### src/rtl/acc_job_sequencer.sv
// Job sequencer for the vector data memory and lane accumulator: loads N vectors
// into 8-word slots, then runs one accumulator pass per slot and streams the results out.
module acc_job_sequencer #(
  parameter int ACC_LAT = 1,
  parameter int SLOTS   = 32
) (
  input  logic         clk,
  input  logic         rst,
  input  logic         start,
  input  logic [5:0]   cfg_count,
  output logic         busy,
  output logic         done,
  input  logic         in_valid,
  output logic         in_ready,
  input  logic [127:0] in_data,
  output logic         mem_we,
  output logic [4:0]   mem_waddr,
  output logic [127:0] mem_wdata,
  output logic         acc_en,
  output logic [127:0] acc_dir,
  input  logic [127:0] acc_out,
  output logic         out_valid,
  input  logic         out_ready,
  output logic [127:0] out_data,
  output logic [4:0]   out_idx
);
  localparam logic [2:0] S_IDLE  = 3'd0;
  localparam logic [2:0] S_LOAD  = 3'd1;
  localparam logic [2:0] S_ISSUE = 3'd2;
  localparam logic [2:0] S_WAIT  = 3'd3;
  localparam logic [2:0] S_OUT   = 3'd4;
  localparam logic [2:0] S_DONE  = 3'd5;

  logic [2:0] state;
  logic [5:0] n, load_cnt, idx, lat_cnt;
  logic [5:0] n_sat;

  assign n_sat = (cfg_count > 6'(SLOTS)) ? 6'(SLOTS) : cfg_count;

  assign busy      = (state != S_IDLE);
  assign done      = (state == S_DONE);
  assign in_ready  = (state == S_LOAD);
  assign mem_we    = in_valid & in_ready;
  assign mem_waddr = load_cnt[4:0];
  // Gated so the write bus idles at zero outside LOAD.
  assign mem_wdata = in_ready ? in_data : '0;
  assign acc_en    = (state == S_ISSUE);
  assign out_valid = (state == S_OUT);

  // Lane i addresses word slot*8+i; the bus is zero whenever no pass is issued.
  for (genvar g = 0; g < 8; g++) begin : g_dir
    localparam logic [2:0] LANE = 3'(g);
    assign acc_dir[16*g +: 16] = acc_en ? {8'h00, idx[4:0], LANE} : 16'h0000;
  end

  always_ff @(posedge clk) begin
    if (rst) begin
      state    <= S_IDLE;
      n        <= '0;
      load_cnt <= '0;
      idx      <= '0;
      lat_cnt  <= '0;
      out_data <= '0;
      out_idx  <= '0;
    end else begin
      case (state)
        S_IDLE: if (start) begin
          n        <= n_sat;
          load_cnt <= '0;
          state    <= (n_sat == 6'd0) ? S_DONE : S_LOAD;
        end
        S_LOAD: if (in_valid) begin
          load_cnt <= load_cnt + 6'd1;
          if (load_cnt == n - 6'd1) begin
            idx   <= '0;
            state <= S_ISSUE;
          end
        end
        S_ISSUE: begin
          lat_cnt <= 6'(ACC_LAT - 1);
          state   <= S_WAIT;
        end
        S_WAIT: begin
          if (lat_cnt == 6'd0) begin
            out_data <= acc_out;
            out_idx  <= idx[4:0];
            state    <= S_OUT;
          end else begin
            lat_cnt <= lat_cnt - 6'd1;
          end
        end
        S_OUT: if (out_ready) begin
          if (idx == n - 6'd1) begin
            state <= S_DONE;
          end else begin
            idx   <= idx + 6'd1;
            state <= S_ISSUE;
          end
        end
        S_DONE:  state <= S_IDLE;
        default: state <= S_IDLE;
      endcase
    end
  end
endmodule

### config.mk
export PLATFORM = sky130hd
export DESIGN_NAME = acc_job_sequencer
export DESIGN_NICKNAME = d
export VERILOG_FILES = /design/src/rtl/acc_job_sequencer.sv
export SDC_FILE = /design/constraint.sdc
export NUM_CORES = 1
export LEC_CHECK = 0
export ABC_AREA = 0
export CORE_AREA = 4 4 254 256
export DETAILED_ROUTE_END_ITERATION = 7
export DIE_AREA = 0 0 258 260
export PLACE_DENSITY = 0.35
export SLEW_MARGIN = 25
export SYNTH_ARGS = -nofsm -noshare
export SYNTH_HDL_FRONTEND = slang
export SYNTH_SLANG_ARGS = --single-unit
### constraint.sdc
create_clock -name clk -period 5.55 [get_ports clk]
set_input_delay 0.8325 -clock clk [delete_from_list [all_inputs] [get_ports clk]]
set_output_delay 0.8325 -clock clk [all_outputs]
set_load 0.02 [all_outputs]
==> out/qor.yml, run 1 <==
cts_sinks: 160
rr_worst_depth: 6
cp-start-kind: "flip-flop"
pin_count: 667
hold_start: "out_data[17]"
powerDensity_nw_per_um2: 234.7
via_per_inst: 3.657
r2r-start: "state[2]"
die_h_um: 260
synth_flop_cell: "dfxtp_1"
h-tree-depth: 4
post-route-util_pct: 23.67
start_util_pct: 13.02
worstPathArrival_ns: 2.94
post-dp-hpwl_mm: 38.72
fin_crit_sh_pct: 68.04
clkSlewWorstSetupHoldPaths_ns: 0.07
grt_max_degree: 139
worst_slew_margin_rel_pct: 36.25
overflow: 0
ys_ff_latch: 160
drt_pass1_iterations: 4
layout_commonest_cell: "clkdlybuf4s50_1"
num_vias: 8916
fill_cells: 6870
async_flop_share_pct: 0
fin_crit_ns: 3.776
cts_tree: "built"
cts_root_buf: "clkbuf_16"
final_max_slew_viol_count: 0
grtUsageTotal_pct: 13.79
port_buffers: 590
r2r_setup_slack_ns: 2.81
peakVddDrop_uv: 214.0
initialDrtViolationCount: 533
hold_depth: 2
post_cts_buffers: 0
finalSetupTns_ns: 0
grt_pass1_vias: 8871
hold_violations: 0
status: "completed"
drive_gt1_share_pct: 3.542
routedWlPerCell_um: 19.91
hold_class: "flip-flop to flip-flop"
antenna_found_initial: 24
yosysWarnings: 0
grt_pass1_wl_mm: 66.45
skew_ns: 0.01310
ys_seq_area_share_pct: 39.35
synthCells: 1090
stdcell_count: 2438
dp_cells: 2394
synth_area_um2: 8139
power_leakage_nw: 5.416
total_power_mw: 3.473
synthToLayoutAreaGrowth_pct: 81.78
clkLatencyLatePin_ns: 0.47
synth-edff-count: 0
nets: 1839
drc: 0
dp_slack_ns: 1.811
max_cap_viol_count: 0
syn_area_per_cell_um2: 7.467
r2r-end: "out_data[105]"
die_x_um: 258
cts_max_path_buffers: 2
rsz0062_at_grt: "false"
gp_congestion: 0.8955
required_ns: 4.72
netlist-cell-type-count: 48
worst_pin_slew_ns: 0.9562
die_area_um2: 67080
finalSetupViolCount: 0
layout_common_cells: "clkdlybuf4s50_1 (589), nand2_1 (277), dfxtp_1 (159), a21oi_1 (145), and3_1 (129)"
setup_ws_ns: 1.774
placementRows: 92
core-area_um2: 62500
ant_nets: 0
drt-total-wl_mm: 48.55
criticalPathCategory: "flip-flop to output pin"
clock.fmax_mhz: 264.8
hold_buffers: 0
end_kind: "output pin"
worstPathMaxFanout: 20
cts.repair.resized: 0
numCtsBuffers: 17
min_to: "out_data[17]"
worst max-delay path, stage by stage (launching register included):
cell	delay, ns
dfxtp_1	0.56
nand2b_1	0.20
nor2_2	0.66
and2_1	0.38
clkdlybuf4s50_1	0.67
cell usage after synthesis (7+ instances only):
master    instances  share of area (%)
nand3_1           7               0.43
buf_4           128                 12
nor2_1           34                1.6
xor2_1            7               0.75
a21oi_1         145                8.9
nand2_1         278                 13
nor4_1            7               0.54
nor3_1            9               0.55
clkbuf_1         82                3.8
xnor2_1          10                1.1
inv_1            12               0.55
dfxtp_1         160                 39
and2_1            8               0.61
nor3b_1           7               0.65
and3_1          129                9.9
metal layers:
metal / wire [um] / vias up / GRT usage (%)
met4: 2285 / 18 / 7.370
li1: - / 4366 / -
met2: 25840 / 373 / 25.33
met1: 15900 / 4075 / 12.89
met3: 4411 / 84 / 6.057
met5: 115 / - / 0
logic make-up after synthesis:
family / count (synthesis) / share of synthesized area [%]
and+or+nand+nor: 504 / 29.38
adders and majority gates: 5 / 0.7379
muxes: 4 / 0.5534
DFF: 160 / 39.35
other: 1 / 0.04607
AOI/OAI and AO/OA: 172 / 11.36
xor gates and xnor gates: 18 / 2.121
buffers and inverters: 226 / 16.45
final cells by class:
| class | instances | area, um^2 | area share [%] |
|---|---|---|---|
| antenna | 11 | 27.53 | 0.1860 |
| clock buffer | 18 | 429.2 | 2.901 |
| clock inverter | 14 | 130.1 | 0.8795 |
| inverter | 12 | 45.04 | 0.3044 |
| multi-input combinational | 779 | 3899 | 26.35 |
| sequential | 160 | 3207 | 21.67 |
| tap | 846 | 1059 | 7.154 |
| timing repair buffer | 598 | 6000 | 40.55 |
worst max path at each step:
stage | from | end | slack (ns)
floorplan | state[1] | acc_dir[100] | 2.58
global placement | state[2] | mem_we | 1.87
detailed placement | state[1] | mem_we | 1.81
CTS | state[1] | mem_we | 1.28
global route | state[1] | acc_dir[69] | 1.43
finish | state[1] | acc_dir[19] | 1.77
report_power, final:
part	total, mW	switching (mW)	internal, mW	leakage (nW)
Clock	1.18	0.560	0.624	0.274
Combinational	1.12	0.590	0.531	3.85
Sequential	1.17	0.0129	1.16	1.29
stage by stage:
step / cell area (um^2) / hold WS, ns
after CTS: 14740 / 0.4555
after global placement: 14180 / 0.4422
after global routing: 14780 / 0.4704
after floorplan: 8421 / 0.4794
after detailed placement: 14180 / 0.4456
final: 14800 / 0.4520
registers in the layout, summed over array words and instances, names as in the netlist:
signal	flops
out_data	128
out_idx	5
load_cnt	6
state	3
idx	6
lat_cnt	6
n	6
No activity file was read; power rests on OpenSTA's default activity.
==> run 2, diff against run 1 <==
--- a/config.mk
+++ b/config.mk
@@ -6,10 +6,10 @@
 export NUM_CORES = 1
 export LEC_CHECK = 0
 export ABC_AREA = 0
-export CORE_AREA = 4 4 254 256
+export CORE_AREA = 4 4 258 260
 export DETAILED_ROUTE_END_ITERATION = 7
-export DIE_AREA = 0 0 258 260
-export PLACE_DENSITY = 0.35
+export DIE_AREA = 0 0 262 264
+export PLACE_DENSITY = 0.34
 export SLEW_MARGIN = 25
 export SYNTH_ARGS = -nofsm -noshare
 export SYNTH_HDL_FRONTEND = slang
==> constraint.sdc (replaced) <==
create_clock -name clk -period 3.65 [get_ports clk]
set_input_delay 0.5475 -clock clk [delete_from_list [all_inputs] [get_ports clk]]
set_output_delay 0.5475 -clock clk [all_outputs]
set_load 0.02 [all_outputs]
==> run 2 against run 1 <==
Effect of this change:
- die area grew 3.1%
- via count fell by 0.28%
- register-to-register slack worse by 1.7 ns
- count of clock-buffer cells in the layout up 2
- non-clock buffer count increased by 1
- power rose by 52%
- clock skew up 0.0051 ns
- routed wire length decreased by 6.0%
- hold slack improved by 0.00062 ns
- sequential power rose by 56%
- core utilization shrank 0.56 points
- clock power increased by 55%
- highest routed layer unchanged
==> out/qor.yml, run 2 (same netlist as run 1, synthesis figures left out) <==
cp-start-kind: "flip-flop"
r2r_setup_slack_ns: 1.07
post-dp-hpwl_mm: 35.84
finalSetupTns_ns: 0
largest_reg_flops: 128
cp_cell_sequence: "nand2b_1, nor2_1, buf_4, and2_1, clkdlybuf4s50_1"
grtUsageTotal_pct: 12.62
worst_pin_slew_ns: 0.7884
cts_max_path_buffers: 2
cpLargestDelayFamily: "buffers and inverters"
hold_start: "out_data[68]"
end_kind: "output pin"
rsz0062_at_grt: "false"
placementRows: 93
cpPeakStageDelay_ns: 0.67
cts_root_buf: "clkbuf_16"
grt.busiest_layer: "met2"
hold_violations: 0
fill_cells: 7070
grt_use_met3_pct: 3.442
cp_slowest_cell: "clkdlybuf4s50_1"
gp_congestion: 0.7836
required_ns: 3.10
fin_area_um2: 14820
clock.fmax_mhz: 319.6
drive_gt1_share_pct: 3.542
r2r-start: "state[0]"
port_buffers: 590
overflow: 0
die_x_um: 262
cts_sinks: 160
post-route-util_pct: 23.12
worst_slew_margin_rel_pct: 47.44
hold_class: "flip-flop to flip-flop"
grt_pass1_wl_mm: 63.76
nets: 1840
fin_crit_ns: 3.129
max_cap_viol_count: 0
powerDensity_nw_per_um2: 356.2
via_per_inst: 3.644
min_to: "out_data[68]"
worstPathArrival_ns: 2.58
criticalPathCategory: "flip-flop to output pin"
grtUsageMet2_pct: 24.48
met1_usage_pct: 12.82
regMostFlops: "out_data"
num_vias: 8891
drt-total-wl_mm: 45.64
path_buf_inv: 2
cts.repair.resized: 0
skew_ns: 0.01819
post_cts_buffers: 0
core-area_um2: 64120
fin_crit_sh_pct: 85.72
initialDrtViolationCount: 347
final_max_slew_viol_count: 0
die_area_um2: 69170
clkLatencyLatePin_ns: 0.46
h-tree-depth: 4
power_leakage_nw: 5.439
grt_pass1_vias: 8723
layout_commonest_cell: "clkdlybuf4s50_1"
clkSlewWorstSetupHoldPaths_ns: 0.07
rr_worst_depth: 6
peakVddDrop_uv: 308.0
grt_max_degree: 133
multi_input_area_um2: 3896
regArea_um2: 3207
pin_count: 667
die_h_um: 264
hold_buffers: 0
finalSetupViolCount: 0
numCtsBuffers: 17
hold_depth: 2
r2r-end: "out_data[1]"
status: "completed"
routedWlPerCell_um: 18.71
ant_nets: 0
drt_pass1_iterations: 4
drc: 0
layout_common_cells: "clkdlybuf4s50_1 (589), nand2_1 (277), dfxtp_1 (159), a21oi_1 (145), and3_1 (129)"
start_util_pct: 12.69
cts_tree: "built"
worstPathMaxFanout: 20
place_area_um2: 14240
synthToLayoutAreaGrowth_pct: 82.09
antenna_found_initial: 9
run 2: changes by cell type in the layout (fill, tap and decap cells not counted), moves of 2 or more:
cell / previous run / this run
buf_12: 1 / 4
clkbuf_8: 0 / 3
clkinv_4: 2 / 4
diode_2: 11 / 4
inv_6: 4 / 2
run 2: stage by stage:
step / instances / hold slack [ns] / total power [mW] / setup slack, ns
after global routing: 2439 / 0.4653 / 5.537 / 0.2911
after CTS: 2436 / 0.4553 / 5.424 / 0.3933
after global placement: 2405 / 0.4422 / 3.526 / 0.9716
after floorplan: 1165 / 0.4794 / 2.622 / 0.9691
final: 2440 / 0.4526 / 5.279 / 0.5211
after detailed placement: 2405 / 0.4453 / 3.519 / 0.8901
run 2: layout make-up:
| type | count | share of cell area, % |
|---|---|---|
| Clock inverter | 11 | 0.7092 |
| Clock buffer | 20 | 3.149 |
| Tap cell | 855 | 7.218 |
| Multi-Input combinational cell | 779 | 26.29 |
| Timing Repair Buffer | 599 | 40.62 |
| Antenna cell | 4 | 0.06754 |
| Sequential cell | 160 | 21.64 |
| Inverter | 12 | 0.3039 |
run 2: per-layer routing:
metal / vias up / routed length, um
met5: - / 53
met4: 6 / 1060
met3: 47 / 2946
met2: 356 / 25360
met1: 4120 / 16220
li1: 4362 / -
run 2: tightest hold or removal path, stage by stage, from the launching register on:
cell and delay [ns]:
dfxtp_1 0.31, nand2_1 0.05, a21oi_1 0.05
run 2: worst max path at each step:
stage	from	end	slack, ns	depth (start not counted)
CTS	state[1]	acc_dir[54]	0.39	5
finish	state[1]	acc_dir[54]	0.52	5
detailed placement	state[1]	acc_dir[54]	0.89	5
floorplan	state[1]	acc_dir[100]	0.97	5
global route	state[1]	acc_dir[54]	0.29	5
global placement	in_valid	mem_we	0.97	3
run 2: where the power goes:
group	leakage, nW	switching (mW)	internal (mW)
logic	3.87	0.821	0.809
clock network	0.283	0.830	0.995
registers	1.29	0.0672	1.76
total	5.44	1.72	3.56
==> RTL edit (settings of run 2) <==
Reset style: asynchronous (`rst`), changed in one clocked block.
--- a/src/rtl/acc_job_sequencer.sv
+++ b/src/rtl/acc_job_sequencer.sv
@@ -55,3 +55,3 @@
 
-  always_ff @(posedge clk) begin
+  always_ff @(posedge clk or posedge rst) begin
     if (rst) begin
Function: differs if rst is asserted again (counterexample within 4 cycles, from zero or initial values and one cycle with rst high); with rst held inactive, the same outputs for 4 cycles.
==> RTL edit against run 2 <==
- maximum frequency is 1.3% lower
- setup slack lost 0.043 ns
- design area is 4.0% higher
- critical path depth shrank 1
- worst hold slack better by 0.033 ns
- sequential cell count unchanged
- count of clock-buffer cells in the layout unchanged
- routed wire length decreased by 13%
- area after synthesis is 4.8% higher
- critical path type unchanged
Power is not compared: it rests on default switching activity, and its combinational part moved more than twofold at a synthesized area within 25%.
==> RTL edit: results (changes against run 2) <==
Clk Latency, worst-skew pair: 0.45 ns
CP max stage delay: 0.67 ns (about the same)
global-route wire length before repair: 55.82 mm (-12%)
leakage dissipation: 6.093 nW
crit path DAT: 2.62 ns (+0.04 ns)
WL met3: 4.743 mm (+61%)
DR WL met2: 21.32 mm (-16%)
skew final: 0.01752 ns (-0.0006692 ns)
layout cell share with drive strength beyond 1: 14.53% (+11 points)
routability cong.: 0.8220 (+4.9%)
main flop type after synthesis: dfrtp_1
number of library cell types mapped by synthesis: 50 (+4.2%)
Post-synth ARST share: 100.0% (+100 points)
Post-Synth Adder-Cell Area: 0.5865% (-0.15 points)
number of global-route vias before repair: 7733 (-11%)
xor/xnor share of the synthesized area: 2.273% (+0.15 points)
Non-Filler Instances: 2152 (-12%)
status: completed
fraction of synthesized area in multiplexers: 17.90% (+17 points)
sequential share of the synthesized area: 46.92% (+7.6 points)
max reg flops: 128 (unchanged)
placed cell count: 2117 (-12%)
H-tree levels: 4 (unchanged)
Commonest cells post-synth: 160 x dfrtp_1, 135 x and2_1, 133 x mux2_2
Area after DPL: 14820 um^2 (+4.1%)
Post-CTS Repair Setup Buffers: 0 (unchanged)
1st-iter DRT viols: 159 (-54%)
Worst-path clk slew: 0.06 ns
antenna violations before repair: 10 (+1)
GRT Util Overall: 11.02% (-1.6 points)
crit-path max FO: 24 (+20%)
Area contributors post-synth: dfrtp_1 47%, mux2_2 18%, buf_4 11%
drt wl/cell: 18.48 um (-1.2%)
Nets: 1552 (-16%)
Via density: 3.358 (-7.9%)
dpl ws: 0.8095 ns (-0.08060 ns)
Worst slew margin: 57.30% (+9.9 points)
worst hold path class: flop to flop
Synth Area per Inst: 11.32 um^2 (+52%)
DRT met1 WL: 13.04 mm (-20%)
post-synthesis compound-gate area fraction: 3.592% (-7.8 points)
hpwl dp: 32.70 mm (-8.8%)
[RTL edit: cell count changes after synthesis, sizes merged, moves of 14 or more]
cell	run 2	this run
clkbuf	82	25
dfxtp	160	0
o21ai	4	18
dfrtp	0	160
and2	8	135
a21oi	145	7
nand2	278	21
nor2	34	19
and3	129	6
mux2	4	133
[RTL edit: power by group]
group / switching, mW / internal [mW]
sequential: 0.495 / 2.60
combinational: 4.03 / 4.04
clock: 0.819 / 0.993
total: 5.34 / 7.64
[RTL edit: final timing paths]
path | end | depth (start not counted) | slack [ns] | startpoint
min reg2reg | idx[5] | 1 | 0.49 | idx[5]
max reg2reg | state[2] | 9 | 1.12 | n[0]
max in group asynchronous | idx[3] | 3 | 2.53 | rst
min | idx[5] | 1 | 0.49 | idx[5]
max | acc_dir[21] | 4 | 0.48 | state[1]
min in group asynchronous | out_data[36] | 3 | 0.59 | rst
[RTL edit: cells by family after synthesis]
family | Yosys count
AOI/OAI and AO/OA | 42
xor gates and xnor gates | 19
adders and majority gates | 4
buffers and inverters | 174
DFF | 160
muxes | 136
other | 1
and+or+nand+nor | 218
[RTL edit: routing by layer]
layer,GRT usage [%],up-vias
met3,5.714,35
met5,0,-
met4,2.598,8
met1,10.46,3445
li1,-,3355
met2,20.86,383
[RTL edit: layout make-up]
class,count,area (um^2)
Timing Repair Buffer,598,6028
Fill cell,6845,48710
Antenna cell,3,7.507
Multi-Input combinational cell,495,3682
Tap cell,855,1070
Clock buffer,20,456.7
Sequential cell,160,4004
Clock inverter,12,122.6
Inverter,9,37.54
